### config.mk
export PLATFORM = sky130hd
export DESIGN_NAME = line_mem_engine
export DESIGN_NICKNAME = d
export VERILOG_FILES = /design/src/rtl/line_mem_engine.sv
export SDC_FILE = /design/constraint.sdc
export NUM_CORES = 2
export LEC_CHECK = 0
export ABC_AREA = 1
export ABC_CLOCK_PERIOD_IN_PS = 5700
export CORE_AREA = 4 4 446 448
export CTS_CLUSTER_SIZE = 40
export DETAILED_ROUTE_END_ITERATION = 6
export DIE_AREA = 0 0 450 452
export SLEW_MARGIN = 20
export SYNTH_ARGS = -nofsm -noshare
export SYNTH_HDL_FRONTEND = slang
export SYNTH_SLANG_ARGS = --single-unit
### constraint.sdc
create_clock -name clk -period 5.7 [get_ports clk]
set_input_delay 0.57 -clock clk [delete_from_list [all_inputs] [get_ports clk]]
set_output_delay 0.57 -clock clk [all_outputs]
set_load 0.005 [all_outputs]
### src/rtl/line_mem_engine.sv
// Cache-line transfer engine: splits a 512-bit line fill or writeback
// into sixteen 32-bit word commands toward a pipelined memory port.
module line_mem_engine #(
    parameter int WORDS_PER_LINE = 16,
    parameter int LINE_BITS      = 32 * WORDS_PER_LINE
) (
    input  logic                 clk,
    input  logic                 rst,
    input  logic                 req_valid,
    output logic                 req_ready,
    input  logic                 req_wr,
    input  logic [31:0]          req_addr,
    input  logic [LINE_BITS-1:0] req_wdata,
    output logic                 resp_valid,
    output logic [LINE_BITS-1:0] resp_rdata,
    output logic                 mem_valid,
    input  logic                 mem_ready,
    output logic                 mem_we,
    output logic [31:0]          mem_addr,
    output logic [31:0]          mem_wdata,
    input  logic                 mem_rvalid,
    input  logic [31:0]          mem_rdata,
    output logic                 err
);

    typedef enum logic [1:0] {
        IDLE,
        WR_BURST,
        RD_BURST,
        RESP
    } state_t;

    localparam logic [4:0] LAST_BEAT = 5'(WORDS_PER_LINE - 1);
    localparam logic [4:0] NUM_BEATS = 5'(WORDS_PER_LINE);

    state_t                 state_q, state_d;
    logic [31:0]            base_q, base_d;
    logic [LINE_BITS-1:0]   wline_q, wline_d;
    logic [LINE_BITS-1:0]   rline_q, rline_d;
    logic [4:0]             cmd_cnt_q, cmd_cnt_d;
    logic [4:0]             data_cnt_q, data_cnt_d;
    logic                   err_q, err_d;
    logic [31:0]            beat_addr;
    logic                   rd_ok;

    assign beat_addr = base_q + {25'd0, cmd_cnt_q, 2'b00};
    // A beat is legal only while a read burst has more commands out than data back
    assign rd_ok = (state_q == RD_BURST) && (data_cnt_q < cmd_cnt_q);

    always_comb begin
        state_d    = state_q;
        base_d     = base_q;
        wline_d    = wline_q;
        rline_d    = rline_q;
        cmd_cnt_d  = cmd_cnt_q;
        data_cnt_d = data_cnt_q;
        err_d      = err_q;
        req_ready  = 1'b0;
        resp_valid = 1'b0;
        mem_valid  = 1'b0;
        mem_we     = 1'b0;
        mem_addr   = 32'd0;
        mem_wdata  = 32'd0;

        unique case (state_q)
            IDLE: begin
                req_ready = 1'b1;
                if (req_valid) begin
                    base_d     = req_addr & 32'hFFFF_FFC0;
                    wline_d    = req_wdata;
                    cmd_cnt_d  = 5'd0;
                    data_cnt_d = 5'd0;
                    state_d    = req_wr ? WR_BURST : RD_BURST;
                end
            end
            WR_BURST: begin
                mem_valid = 1'b1;
                mem_we    = 1'b1;
                mem_addr  = beat_addr;
                mem_wdata = wline_q[{cmd_cnt_q[3:0], 5'd0} +: 32];
                if (mem_ready) begin
                    cmd_cnt_d = cmd_cnt_q + 5'd1;
                    if (cmd_cnt_q == LAST_BEAT) begin
                        state_d = RESP;
                    end
                end
            end
            RD_BURST: begin
                if (cmd_cnt_q < NUM_BEATS) begin
                    mem_valid = 1'b1;
                    mem_addr  = beat_addr;
                    if (mem_ready) begin
                        cmd_cnt_d = cmd_cnt_q + 5'd1;
                    end
                end
                if (mem_rvalid && rd_ok) begin
                    rline_d[{data_cnt_q[3:0], 5'd0} +: 32] = mem_rdata;
                    data_cnt_d = data_cnt_q + 5'd1;
                    if (data_cnt_q == LAST_BEAT) begin
                        state_d = RESP;
                    end
                end
            end
            RESP: begin
                resp_valid = 1'b1;
                state_d    = IDLE;
            end
            default: state_d = IDLE;
        endcase

        if (mem_rvalid && !rd_ok) begin
            err_d = 1'b1;
        end
    end

    always_ff @(posedge clk or negedge rst) begin
        if (!rst) begin
            state_q    <= IDLE;
            base_q     <= 32'd0;
            wline_q    <= '0;
            rline_q    <= '0;
            cmd_cnt_q  <= 5'd0;
            data_cnt_q <= 5'd0;
            err_q      <= 1'b0;
        end else begin
            state_q    <= state_d;
            base_q     <= base_d;
            wline_q    <= wline_d;
            rline_q    <= rline_d;
            cmd_cnt_q  <= cmd_cnt_d;
            data_cnt_q <= data_cnt_d;
            err_q      <= err_d;
        end
    end

    assign resp_rdata = rline_q;
    assign err        = err_q;

endmodule

# Word level (Yosys, flattened, before mapping)
# Index checks and enable logic that the tools add are counted.
[word_totals] output_inout_bits=581 register_bits=1063
[classes] n_reduce_logical=12 addsub=4 muxes=22 shift=3 n_lt_le_gt_ge=2 n_eq_ne=11
[op_table] cell="$bwmux W512" count=1
[op_table] cell="$shift A32 B11 Y512 const A" count=1
[op_table] cell="$shiftx A32 B11 Y512" count=1
[op_table] cell="$shiftx A512 B10 Y32" count=1
[op_table] cell="$mux W32" count=2
[op_table] cell="$pmux W32 S2" count=1
[op_table] cell="$add A32 B7 Y32" count=1
[op_table] cell="$mux W5" count=4
[op_table] cell="$pmux W5 S3" count=1
[op_table] cell="$mux W2" count=6
[op_table] cell="$neg A9 Y11" count=1
[op_table] cell="$add A5 B1 Y5 const B" count=2
[op_table] cell="$eq A5 B4 Y1 const B" count=2
[op_table] cell="$pmux W5 S2" count=1
[op_table] cell="$pmux W2 S4" count=1
[op_table] cell="$ne A2 B1 Y1 const B" count=3
[op_table] cell="$ne A2 B2 Y1 const B" count=3
[op_table] cell="$reduce_and A3 Y1" count=2
[op_table] cell="$lt A5 B5 Y1" count=1
[op_table] cell="$lt A5 B5 Y1 const B" count=1
[op_table] cell="$reduce_and A5 Y1" count=1
[op_table] cell="$eq A2 B2 Y1 const B" count=2
[op_table] cell="$mux W1" count=4
[op_table] cell="$reduce_and A2 Y1" count=2
[op_table] cell="other kinds (7)" count=9

# Depth between registers and ports, before layout
[logic_depth] depth_word=5 mapped_depth=17

# Least setup slack after synthesis
# No wires, ideal clock.
[synth_path] path_kind="register to register" from="register cmd_cnt_q[2]" to="register rline_q[376] (netlist: resp_rdata[376])" setup_slack_ns=3.243 path_stages_with_launch=15 synth_period_minus_slack_ns=2.457 path_buffers=4 required_time_ns=5.574 t_arrival_ns=2.331 cell_sequence="dfrtp_1 clkbuf_1 clkinv_1 clkbuf_1 ha_1 nand2_1 nand2_1 nand2_1 nand3_1 nor2_2 buf_6 nand2_2 clkbuf_1 nand2_1 o21ai_0"
[synth_via] elab_chain_len=4
[synth_rtl] item="start, declared" line_no="40" source="logic [4:0] cmd_cnt_q, cmd_cnt_d;"
[synth_rtl] item="start signal, assigned" line_no="130" source="cmd_cnt_q <= cmd_cnt_d;"
[synth_rtl] item="$lt A5 B5 Y1" line_no="48" source="assign rd_ok = (state_q == RD_BURST) && (data_cnt_q < cmd_cnt_q);"
[synth_rtl] item="$logic_and A1 B1 Y1" line_no="48"
[synth_rtl] item="$logic_and A1 B1 Y1" line_no="96" source="if (mem_rvalid && rd_ok) begin"
[synth_rtl] item="$reduce_and A2 Y1 (no line)"
[synth_rtl] item="end signal, assigned" line_no="129" source="rline_q <= rline_d;"
[synth_rtl] item="end, declared" line_no="39" source="logic [LINE_BITS-1:0] rline_q, rline_d;"
# No other way between the ends.
# A chain may end at the register's enable or synchronous reset.

# Final worst setup path
[layout_path] from="register cmd_cnt_q[0]" to="output port mem_wdata[3]"
[layout_via] elab_chain_len=2
[layout_rtl] item="$shiftx A512 B10 Y32" line_no="80" source="mem_wdata = wline_q[{cmd_cnt_q[3:0], 5'd0} +: 32];"
[layout_rtl] item="$mux W32" line_no="65" source="unique case (state_q)"
[layout_rtl] item="end, declared" line_no="20" source="output logic [31:0] mem_wdata,"
# No other way between the ends.

==> out/qor.csv <==
metric;value;unit
worst_slack;0.9309;ns
cts-root-buf;clkbuf_16;
yosysTopAreaCell;dfrtp_1;
worst_hold_path_type;input pin to flop;
holdPathEnd;wline_q[446]$_DFFE_PN0P_;
die_w;450;um
min_path_cells;3;
timing.rr.start;data_cnt_q[0]$_DFFE_PN0P_;
antenna_found_initial;60;
relSlewSlack;29.57;%
wl_per_cell;23.10;um
critical_path.startpoint_type;flop;
dieArea;203400;um2
place_ws;1.387;ns
seq_power_share;37.0;%
worst_pin_slew;1.054;ns
rsz0062_at_grt;no;
start_util;24.91;%
ys_warn_count;0;
setup.worst_path.class;flop to output pin;
fillers;20280;
first_global_vias;44710;
power_switching_share;36.85;%
h-tree-depth;3;
ir_worst_vdd;0.0002494;V
yosysTopAreaCellShare;54.87;%
clk-insertion-delay-late;0.77;ns
power_leakage;31.74;nW
num_vias;45020;
drtIter0Drc;3782;
yosysMostFrequentCell;nand2_1;
synth_area;48480;um2
portBuffers;1154;
setup_violations;0;
power.density;419.3;nW/um2
p_int;17.67;mW
cap_violations;0;
avgSynthCellArea;8.203;um2
post_cts_buffers;0;
fin_crit;4.769;ns
setup_tns;0;ns
ys_seq_area_share;54.87;%
cts_sinks;1063;
final-hold-violation-count;0;
reg2reg_to;resp_rdata[129]$_DFFE_PN0P_;
clk_path_buf_depth;3;
violations;design-rule violations;
nets;7506;
postSynthCellCount;5910;
antenna_left;0;
drt-total-wl;221700;um
synth_edf_count;0;
drc;8;
hpwl;163100;um
drive_gt1_share;6.941;%
rows;162;
pwr-share-comb;34.1;%
finClkSkew;0.03926;ns
worstPathArrival;4.20;ns
drtPass1Iterations;7;
cts_tree;built;
maxSlewViolCount;0;
viasPerCell;4.691;
rrSetupSlack;1.54;ns
grt_max_degree;195;
worstPathRequired;5.13;ns
die_h;452;um
finalPower;27.98;mW
grt.overflow.total;0;
yosys-top-cells-count;nand2_1 (1606), dfrtp_1 (1063), nor2_1 (703);
grt_pass1_wl;313800;um
synthArstFlopShare;100.0;%
fin_crit_sh;83.67;%
outcome;finished with violations;
switchingPower;10.31;mW
hold_path_startpoint;req_wdata[446];
clockPowerShare;28.9;%
io_pins;1163;
placed_cells;9325;
clk_pin_slew;0.06;ns
fin_cells;9597;
critPathMaxFanout;56;
fmax;0.2097;GHz
gp_congestion;0.8848;
cp-end-kind;output pin;
ys.flop_type;dfrtp_1;
area_delta_synth_final;37.63;%
cts_buffers;119;
synth.distinct_cells;36;
yosys-top-cells-area;dfrtp_1 (55%), nand2_1 (12%), nor2_1 (5.4%);
r2r_cells;9;
grt_use_total;20.94;%
ys_ff_latch;1063;
core;194600;um2
layout make-up:
type,instances,area (um2),area share (%)
Inverter,564,2125,3.184
Clock inverter,40,541.8,0.8120
Timing Repair Buffer,1270,12610,18.90
Clock buffer,177,3550,5.320
Tap cell,2542,3181,4.767
Sequential cell,1063,26610,39.88
Antenna cell,53,132.6,0.1988
Multi-Input combinational cell,3888,17970,26.93
stage by stage:
step | util (%) | hold slack [ns] | instance area, um2
global route | 34.27 | 0.3149 | 66690
finish | 34.29 | 0.3752 | 66720
CTS | 34.21 | 0.2826 | 66560
global placement | 32.10 | 0.4500 | 62460
floorplan | - | 0.2744 | 48480
detailed placement | 32.10 | 0.4471 | 62460
flip-flops by register name, summed over array words and instances (netlist names):
| register | count |
|---|---|
| base_q | 26 |
| resp_rdata | 512 |
| state_q | 2 |
| wline_q | 512 |
| data_cnt_q | 5 |
| err | 1 |
| cmd_cnt_q | 5 |
metal layers:
layer,wire length (um),GRT usage [%],share of wire [%]
met5,79,0,0.036
met2,114600,37.73,52
met1,80670,23.05,36
met4,12570,11.40,5.7
met3,13820,4.307,6.2
power by group through the flow:
stage	Combinational [mW]	Sequential, mW	Clock (mW)
2_1_floorplan	5.90	10.2	0
3_3_place_gp	9.49	10.4	0
3_5_place_dp	9.63	10.5	0
4_1_cts	9.68	10.3	8.25
5_1_grt	10.6	10.5	8.57
6_report	9.53	10.4	8.09
critical path, stage by stage (launching register included):
cell and delay (ns):
dfrtp_4 0.88, inv_6 0.37, buf_4 0.35, nand2_1 0.08, nand3_1 0.06, nand2_1 0.13
nand2_1 0.13, nand2_1 0.12, inv_1 0.12, a21oi_1 0.43, clkdlybuf4s50_1 0.62
how the worst max path moves through the flow:
| stage | startpoint | to | slack (ns) | cells after the start |
|---|---|---|---|---|
| global route | cmd_cnt_q[0]$_DFFE_PN0P_ | mem_wdata[3] | 0.64 | 10 |
| finish | cmd_cnt_q[0]$_DFFE_PN0P_ | mem_wdata[3] | 0.93 | 10 |
| floorplan | cmd_cnt_q[2]$_DFFE_PN0P_ | resp_rdata[376]$_DFFE_PN0P_ | 3.24 | 14 |
| CTS | cmd_cnt_q[0]$_DFFE_PN0P_ | mem_wdata[3] | 0.72 | 10 |
| global placement | data_cnt_q[0]$_DFFE_PN0P_ | resp_rdata[146]$_DFFE_PN0P_ | 1.42 | 9 |
| detailed placement | data_cnt_q[0]$_DFFE_PN0P_ | resp_rdata[129]$_DFFE_PN0P_ | 1.39 | 9 |
layout by cell type (no fill, tap or decap), types with 4 or more instances in the layout:
cell and instances:
inv_1 553, mux2_2 142, nor2_1 701, nand2_2 6
a21oi_1 445, clkbuf_16 122, ha_1 17, nor2_4 9
clkdlybuf4s50_1 1153, nand4_1 166, bufinv_16 10, clkbuf_8 29
buf_4 101, buf_12 13, dfrtp_1 1059, o21ai_1 141
o21ai_0 67, nor3_1 58, nand2_1 1604, nand3_1 506
diode_2 53, nand3b_1 4, inv_2 6, clkinv_2 15
clkinvlp_4 6, clkbuf_1 26
cell families (layout without fill, tap and decap cells):
family	after synthesis	in the layout	synth area share, %
other	1	55	0.007735
flip-flops	1063	1063	54.87
AO/OA/AOI/OAI	658	658	6.814
adder cells (fa/ha/maj)	18	18	0.4646
XOR/XNOR	2	2	0.03614
buffers and inverters	960	2051	8.241
multiplexers	142	142	3.298
AND/OR/NAND/NOR	3066	3066	26.27
what timing repair did:
action                                 CTS  global route
endpoints found under the hold margin   66             0
hold buffers                             1             0
gates resized for setup                  0             0
(Power assumes the default switching activity.)
